<file path="src/rtl/mux4_arbiter_pkg.sv">
// rtl/mux4_arbiter_pkg.sv - shared state encodings, widths and helpers for the mux4 arbiter
package mux4_arbiter_pkg;

  localparam int NREQ  = 4;
  localparam int SEL_W = 2;

  typedef enum logic {
    ST_IDLE = 1'b0,
    ST_BUSY = 1'b1
  } state_t;

  function automatic logic [NREQ-1:0] onehot(input logic [SEL_W-1:0] idx);
    return NREQ'(1) << idx;
  endfunction

endpackage

</file>
<file path="src/rtl/mux4_arbiter_if.sv">
// rtl/mux4_arbiter_if.sv - request/grant bundle between requesters and the mux4 arbiter
interface mux4_arbiter_if;
  import mux4_arbiter_pkg::*;

  logic [NREQ-1:0]  req;
  logic [NREQ-1:0]  grant;
  logic [SEL_W-1:0] sel;
  logic             valid;
  logic             preempt;

  modport master (output req, input grant, sel, valid, preempt);
  modport slave  (input req, output grant, sel, valid, preempt);

endinterface

</file>
<file path="src/rtl/mux4_rr_pick.sv">
// rtl/mux4_rr_pick.sv - combinational round-robin pick scanning last+1, last+2, ... (mod 4)
module mux4_rr_pick
  import mux4_arbiter_pkg::*;
(
  input  logic [NREQ-1:0]  req,
  input  logic [SEL_W-1:0] last,
  input  logic [SEL_W-1:0] excl,
  input  logic             excl_en,
  output logic             found,
  output logic [SEL_W-1:0] idx
);

  logic [NREQ-1:0]  cand;
  logic [SEL_W-1:0] pos;

  assign cand = req & ~(excl_en ? onehot(excl) : '0);

  always_comb begin
    found = 1'b0;
    idx   = last;
    pos   = last;
    for (int k = 1; k <= NREQ; k++) begin
      pos = last + SEL_W'(k);
      if (!found && cand[pos]) begin
        found = 1'b1;
        idx   = pos;
      end
    end
  end

endmodule

</file>
<file path="src/rtl/mux4_arbiter.sv">
// rtl/mux4_arbiter.sv - round-robin arbiter driving the mux4_1 select; MUX4_ARB_TIMEOUT_EN enables forced rotation
module mux4_arbiter
  import mux4_arbiter_pkg::*;
#(
  parameter int MAX_HOLD = 8,
  parameter int CNT_W    = 4
)(
  input  logic           clk,
  input  logic           reset,
  mux4_arbiter_if.slave  bus
);

  if ((2 ** CNT_W) <= MAX_HOLD) begin : g_bad_cnt_w
    $error("mux4_arbiter: CNT_W too narrow for MAX_HOLD");
  end

  state_t           state_q, state_d;
  logic [NREQ-1:0]  grant_q, grant_d;
  logic [SEL_W-1:0] sel_q, sel_d;
  logic [SEL_W-1:0] last_q, last_d;
  logic [SEL_W-1:0] pick_last;
  logic [SEL_W-1:0] pick_idx;
  logic             pick_excl_en;
  logic             found;
  logic             owner_req;
  logic             timeout;
  logic             rotate;
  logic             new_grant;

  // While busy, scan from the owner and skip it so a waiting peer always wins.
  assign pick_last    = (state_q == ST_BUSY) ? sel_q : last_q;
  assign pick_excl_en = (state_q == ST_BUSY);
  assign owner_req    = bus.req[sel_q];

  mux4_rr_pick u_pick (
    .req     (bus.req),
    .last    (pick_last),
    .excl    (sel_q),
    .excl_en (pick_excl_en),
    .found   (found),
    .idx     (pick_idx)
  );

  always_comb begin
    state_d   = state_q;
    grant_d   = grant_q;
    sel_d     = sel_q;
    last_d    = last_q;
    rotate    = 1'b0;
    new_grant = 1'b0;
    case (state_q)
      ST_IDLE: begin
        if (found) begin
          grant_d   = onehot(pick_idx);
          sel_d     = pick_idx;
          state_d   = ST_BUSY;
          new_grant = 1'b1;
        end
      end
      ST_BUSY: begin
        if (!owner_req) begin
          last_d = sel_q;
          if (found) begin
            grant_d   = onehot(pick_idx);
            sel_d     = pick_idx;
            new_grant = 1'b1;
          end else begin
            grant_d = '0;
            state_d = ST_IDLE;
          end
        end else if (timeout && found) begin
          last_d    = sel_q;
          grant_d   = onehot(pick_idx);
          sel_d     = pick_idx;
          rotate    = 1'b1;
          new_grant = 1'b1;
        end
      end
      default: begin
        grant_d = '0;
        state_d = ST_IDLE;
      end
    endcase
  end

  always_ff @(posedge clk) begin
    if (reset) begin
      state_q <= ST_IDLE;
      grant_q <= '0;
      sel_q   <= '0;
      last_q  <= SEL_W'(NREQ - 1);
    end else begin
      state_q <= state_d;
      grant_q <= grant_d;
      sel_q   <= sel_d;
      last_q  <= last_d;
    end
  end

`ifdef MUX4_ARB_TIMEOUT_EN
  logic [CNT_W-1:0] hold_q;
  logic             preempt_q;

  assign timeout = (state_q == ST_BUSY) && (hold_q == CNT_W'(MAX_HOLD - 1));

  // Counter saturates at MAX_HOLD-1 so a late-arriving peer preempts on the next edge.
  always_ff @(posedge clk) begin
    if (reset) begin
      hold_q    <= '0;
      preempt_q <= 1'b0;
    end else begin
      preempt_q <= rotate;
      if (new_grant || state_q == ST_IDLE) begin
        hold_q <= '0;
      end else if (!timeout) begin
        hold_q <= hold_q + 1'b1;
      end
    end
  end

  assign bus.preempt = preempt_q;
`else
  assign timeout     = 1'b0;
  assign bus.preempt = 1'b0;
`endif

  assign bus.grant = grant_q;
  assign bus.sel   = sel_q;
  assign bus.valid = |grant_q;

endmodule
</file>
<file path="src/flat_wrapper.sv">
// flat-port wrapper written by rule: the top's interface ports become plain ports
module mux4_arbiter_flat import mux4_arbiter_pkg::*;
#(
  parameter int MAX_HOLD = 8,
  parameter int CNT_W    = 4
)
  (clk, reset, bus_req, bus_grant, bus_sel, bus_valid, bus_preempt);
  mux4_arbiter_if bus_i ();
  input  logic clk;
  input  logic reset;
  input wire logic [$bits(bus_i.req)-1:0] bus_req;
  output wire logic [$bits(bus_i.grant)-1:0] bus_grant;
  output wire logic [$bits(bus_i.sel)-1:0] bus_sel;
  output wire logic [$bits(bus_i.valid)-1:0] bus_valid;
  output wire logic [$bits(bus_i.preempt)-1:0] bus_preempt;
  assign bus_i.req = bus_req;
  assign bus_grant = bus_i.grant;
  assign bus_sel = bus_i.sel;
  assign bus_valid = bus_i.valid;
  assign bus_preempt = bus_i.preempt;
  mux4_arbiter #(.MAX_HOLD(MAX_HOLD), .CNT_W(CNT_W)) u_core (.clk(clk), .reset(reset), .bus(bus_i));
endmodule
</file>
<file path="config.mk">
export PLATFORM = sky130hd
export DESIGN_NAME = mux4_arbiter_flat
export DESIGN_NICKNAME = d
export VERILOG_FILES = /design/src/rtl/mux4_arbiter_pkg.sv /design/src/rtl/mux4_arbiter_if.sv /design/src/rtl/mux4_rr_pick.sv /design/src/rtl/mux4_arbiter.sv /design/src/flat_wrapper.sv
export SDC_FILE = /design/constraint.sdc
export NUM_CORES = 1
export LEC_CHECK = 0
export ABC_AREA = 1
export BUFFER_PORTS_ARGS = -buffer_cell sky130_fd_sc_hd__buf_2
export CORE_ASPECT_RATIO = 0.8
export CORE_MARGIN = 8
export CORE_UTILIZATION = 50
export DETAILED_ROUTE_END_ITERATION = 6
export GPL_TIMING_DRIVEN = 0
export MAX_ROUTING_LAYER = met4
export PLACE_DENSITY_LB_ADDON = 0.1
export SLEW_MARGIN = 15
export SYNTH_ARGS = -nofsm -noshare
export SYNTH_HDL_FRONTEND = slang
export SYNTH_SLANG_ARGS = --single-unit
</file>
<file path="constraint.sdc">
create_clock -name clk -period 4.59 [get_ports clk]
set_input_delay 0.918 -clock clk [delete_from_list [all_inputs] [get_ports clk]]
set_output_delay 0.918 -clock clk [all_outputs]
set_load 0.02 [all_outputs]
</file>
After elaboration in Yosys (flattened, before gate mapping)
Cells that the tools add are included.

operators by class
  $add $sub $neg = 3
  order comparisons = 5
  equality and inequality tests = 2
  shifts and indexed selects = 2
  muxes and demuxes = 30
  bitwise operators = 4
  reductions and logical operators = 9

operators with widths
  kind                                                 number
  2-to-1 mux 4 bit                                     4
  < comparator 2 x 3 -> 1 bit (second input constant)  5
  2-to-1 mux 2 bit                                     7
  2-to-1 mux 1 bit                                     11
  binary-select mux 1 bit (select 2 bit)               5
  one-hot mux 4 bit (2 select lines)                   1
  left shift 1 x 2 -> 4 bit (first input constant)     2
  adder 2 bit (second input constant)                  2
  AND 4 bit                                            1
  inverter 4 bit                                       1
  one-hot mux 2 bit (2 select lines)                   1
  AND reduction 2 bit                                  2
  OR reduction 4 bit                                   1
  logical AND 1 bit                                    3
  zero test 1 bit                                      3
  adder 2 x 1 -> 2 bit (second input constant)         1
  != test 2 x 1 -> 1 bit (second input constant)       1
  != test 2 bit (second input constant)                1
  inverter 1 bit                                       2
  one-hot mux 1 bit (2 select lines)                   1

word-level totals
  flip-flop bits (word level) = 9
  bits of input ports = 6
  output and inout port bits = 8
  word-level logic and storage cells = 59

Logic depth before layout (Yosys ltp)
  depth after elaboration = 20
  mapped depth = 16
  gate-level depth less buffers = 15

By module
A second synthesis with hierarchy kept.

unflattened totals
  cell total of the unflattened synthesis = 119
  area, all modules = 709.4 um2

by module, submodules not included
  module        times used  cells an instance  area an instance (um2)  sequential area each (um2)
  mux4_arbiter  1           67                 465.4                   180.2
  mux4_rr_pick  1           52                 244.0                   0.0

Least setup slack after synthesis
Ideal clock, no wire load.

  kind = flip-flop to output port
  start point = register u_core.grant_q[1], in the netlist u_core.bus.grant[1]
  end point = output bus_valid
  arrival time = 1013 ps
  data required time = 3672 ps
  path slack = 2659 ps
  cell stages (with the launch flop) = 2
  buffers on the path = 0
  cells stage by stage = dfxtp_1 > or4_1

on the way
  word-level cells in the longest chain between the ends = 1

RTL lines
  item                      line                 text
  start: declaration        mux4_arbiter.sv:18   logic [NREQ-1:0] grant_q, grant_d;
  start signal: assignment  mux4_arbiter.sv:94   grant_q <= grant_d;
  OR reduction 4 bit        mux4_arbiter.sv:129  assign bus.valid = |grant_q;
  end: declaration          flat_wrapper.sv:14   output wire logic [$bits(bus_i.valid)-1:0] bus_valid;

Every way passes these cells.

Final worst setup path
Same ends and word-level chain as after synthesis.

==> results.yml <==
run:
  cap_viol_max_count: 0
critical_path:
  worst-r2r-cell-count: 12
  ff2ff_setup_slack_ns: 2.76
  crit_required_ns: 3.67
  worst_path_max_delay_cell: "or4_1"
  reg2reg_from: "u_core.bus.sel[1]"
  cpPeakStageDelay_ns: 0.50
  crit_path_end_kind: "output pin"
  worst_ep_arrival_time_ns: 1.24
  worstPathMaxFanout: 3
  regToRegEndpoint: "u_core.bus.grant[0]"
  timing.critical_path.cells: "or4_1 -> buf_2"
  timing.setup.critical_path_class: "flip-flop to output pin"
  crit_path_start_kind: "flip-flop"
timing:
  fin_worst_skew_ns: 0.001210
  setup-violations-final: 0
  timing_hold_violations_final: 0
  postLayoutSetupSlackWorst_ns: 2.428
  timing.final.crit_share: 0.4710
  period_needed_ns: 2.162
  finalSetupTns_ns: 0
  fmax_mhz: 462.6
  grt_setup_unrepaired: "false"
  final-max-slew-violation-count: 0
  holdWs_ns: 0.4896
finish:
  seq_area_um2: 180.2
  areaGrowthSynthToFinish_pct: 13.43
  multi_input_area_um2: 558.0
  layout-drive-gt1-share: 0.3262
  num-fill-cells: 172
  design.final.nets: 148
  antenna_cells: 0
logic_synthesis:
  synth_fp_nets: 132
  synth-edff-count: 0
  synth_commonest_cells: "nand2_1 (40), nand2_2 (12), nand3_1 (12), nor2_1 (10)"
  synth_top_cells_by_area: "dfxtp_1 (22%), nand2_1 (19%), nand2_2 (9.3%), nand3_1 (7.4%), nand2_4 (6.9%)"
  yosys.cell_types.count: 29
  post_synth.cell_area_avg_um2: 6.435
  yosysTopAreaCell: "dfxtp_1"
  async_flop_share: 0
  post_synth_instance_area_um2: 810.8
  seq_area_frac_synth: 0.2222
  syn-instance-count: 126
  ys.flop_type: "dfxtp_1"
  synth_top_cell_area_share: 0.2222
  synth.most_common_cell: "nand2_1"
  ys_seq_elements: 9
  warnings_synthesis: 0
power:
  power.ir.vdd_worst_uv: 427.8
  power.share.clock: 0.092
  power.combinational.fraction: 0.699
  leakage_nw: 0.4747
  netSwitchingPower_uw: 380.3
  switching_share_of_power: 0.5585
  power_report.internal_total_uw: 300.7
  powerDensity_nw_per_um2: 740.5
  share_seq_of_total_power: 0.209
die:
  initial_core_util: 0.5139
  coreArea_um2: 1578
  die_w_um: 61.02
  die_area_um2: 3174
  dieHeight_um: 52.02
  row_count: 13
  ioPinCount: 14
clocking:
  clk_root_buffer_cell: "clkbuf_4"
  postCtsHoldBufs: 0
  clkSinkCount: 9
  cts_inserted_buffers: 3
  insertion_delay_ns: 0.26
  cts_resized: 0
  post_cts.repair.setup_buffers: 0
  cts.path.max_buffers: 2
  tritoncts: "yes"
  ctsHtreeMaxLevel: 1
  clkSlewWorstSetupHoldPaths_ns: 0.06
global_routing:
  first_global_vias: 760
  grt_max_degree: 11
  grt-ovfl-total: 0
  grt_first_pass_wirelength_um: 3298
  grt_antenna_before_repair: 0
  gr-usage-all-layers: 0.1394
min_path:
  hold-path-endpoint: "u_core.bus.grant[1]"
  min_path_cells: 2
  hold_path.startpoint: "u_core.bus.grant[1]"
  hold_class: "flip-flop to flip-flop"
drt:
  routed_wire_length_per_instance_um: 11.95
  firstDrtPassIters: 4
  via_count: 827
  detail_route.drc_violations: 0
  routed_wirelength_um: 1948
  detailedRoute.firstIterationViolations: 18
  ant_nets: 0
  vias_per_cell: 5.074
placed_design:
  io_buffers: 11
  final_estimated_routing_congestion_in_global_placement: 0.8448
  dp.final_hpwl_um: 1602
  place_worst_setup_slack_ns: 2.425
outcome:
  status: "complete, no violations"
==> layout by cell type, fill, tap and decap left out, types with 2 or more instances in the layout <==
cell type	synthesis	final
clkbuf_4	0	3
buf_2	0	11
nor2_1	10	10
a21oi_1	3	3
nand4_1	2	2
a21oi_2	3	3
nor2_2	2	2
inv_2	2	2
nand2_1	40	40
nand2_4	5	5
inv_1	9	9
dfxtp_1	9	9
nand3_1	12	12
clkbuf_1	1	2
nand2_2	12	12
==> power by group through the flow <==
stage / registers [mW] / clock network [mW] / logic [mW]
finish: 0.143 / 0.0626 / 0.476
global placement: 0.141 / 0 / 0.463
floorplan: 0.168 / 0 / 0.345
CTS: 0.143 / 0.0661 / 0.478
detailed placement: 0.144 / 0 / 0.477
global route: 0.147 / 0.0707 / 0.530
==> flip-flops by register name (all words and copies together) (netlist names) <==
signal / cells
u_core.bus.grant: 4
u_core.bus.sel: 2
u_core.last_q: 2
u_core.pick_excl_en: 1
==> kinds of logic after synthesis <==
logic type / share of synthesized area
simple gates: 0.5494
buf+inv: 0.08951
compound gates: 0.1343
flops: 0.2222
other cells: 0.004625
==> metrics by stage <==
step | instance area [µm²] | utilization | instances | power (mW)
floorplan | 810.8 | - | 126 | 0.5129
global placement | 893.4 | 0.5662 | 159 | 0.6042
detailed placement | 893.4 | 0.5662 | 159 | 0.6211
CTS | 919.6 | 0.5829 | 163 | 0.6866
global route | 919.6 | 0.5829 | 163 | 0.7470
finish | 919.6 | 0.5829 | 163 | 0.6810
==> how the worst max path moves through the flow <==
| stage | start | to | slack (ns) |
|---|---|---|---|
| global placement | bus_req[0] | u_core.bus.grant[2] | 2.50 |
| detailed placement | bus_req[0] | u_core.bus.sel[0] | 2.43 |
| global route | u_core.bus.grant[2] | bus_valid | 2.37 |
| CTS | u_core.bus.grant[1] | bus_valid | 2.42 |
| floorplan | u_core.bus.grant[1] | bus_valid | 2.66 |
| finish | u_core.bus.grant[1] | bus_valid | 2.43 |
==> cell type report <==
type                    instances  share of cell area
plain buffers                   3             0.02449
multi-input cells             102              0.6068
repair buffers                 11             0.05986
flip-flops and latches          9              0.1959
clock buffers                   4             0.02857
well taps                      22             0.02993
inverters                      12             0.05442
==> worst max-delay path, delay by kind of cell, from the launching register on <==
family | cells | cell delay (ns)
buf+inv | 1 | 0.17
simple gates | 1 | 0.50
flops | 1 | 0.31
==> layer usage <==
metal,global-route usage,wire (µm)
met1,0.1676,915
met2,0.2153,923
met3,0.04914,109
met4,0.03475,0
met5,-,0
(Power assumes the default switching activity.)
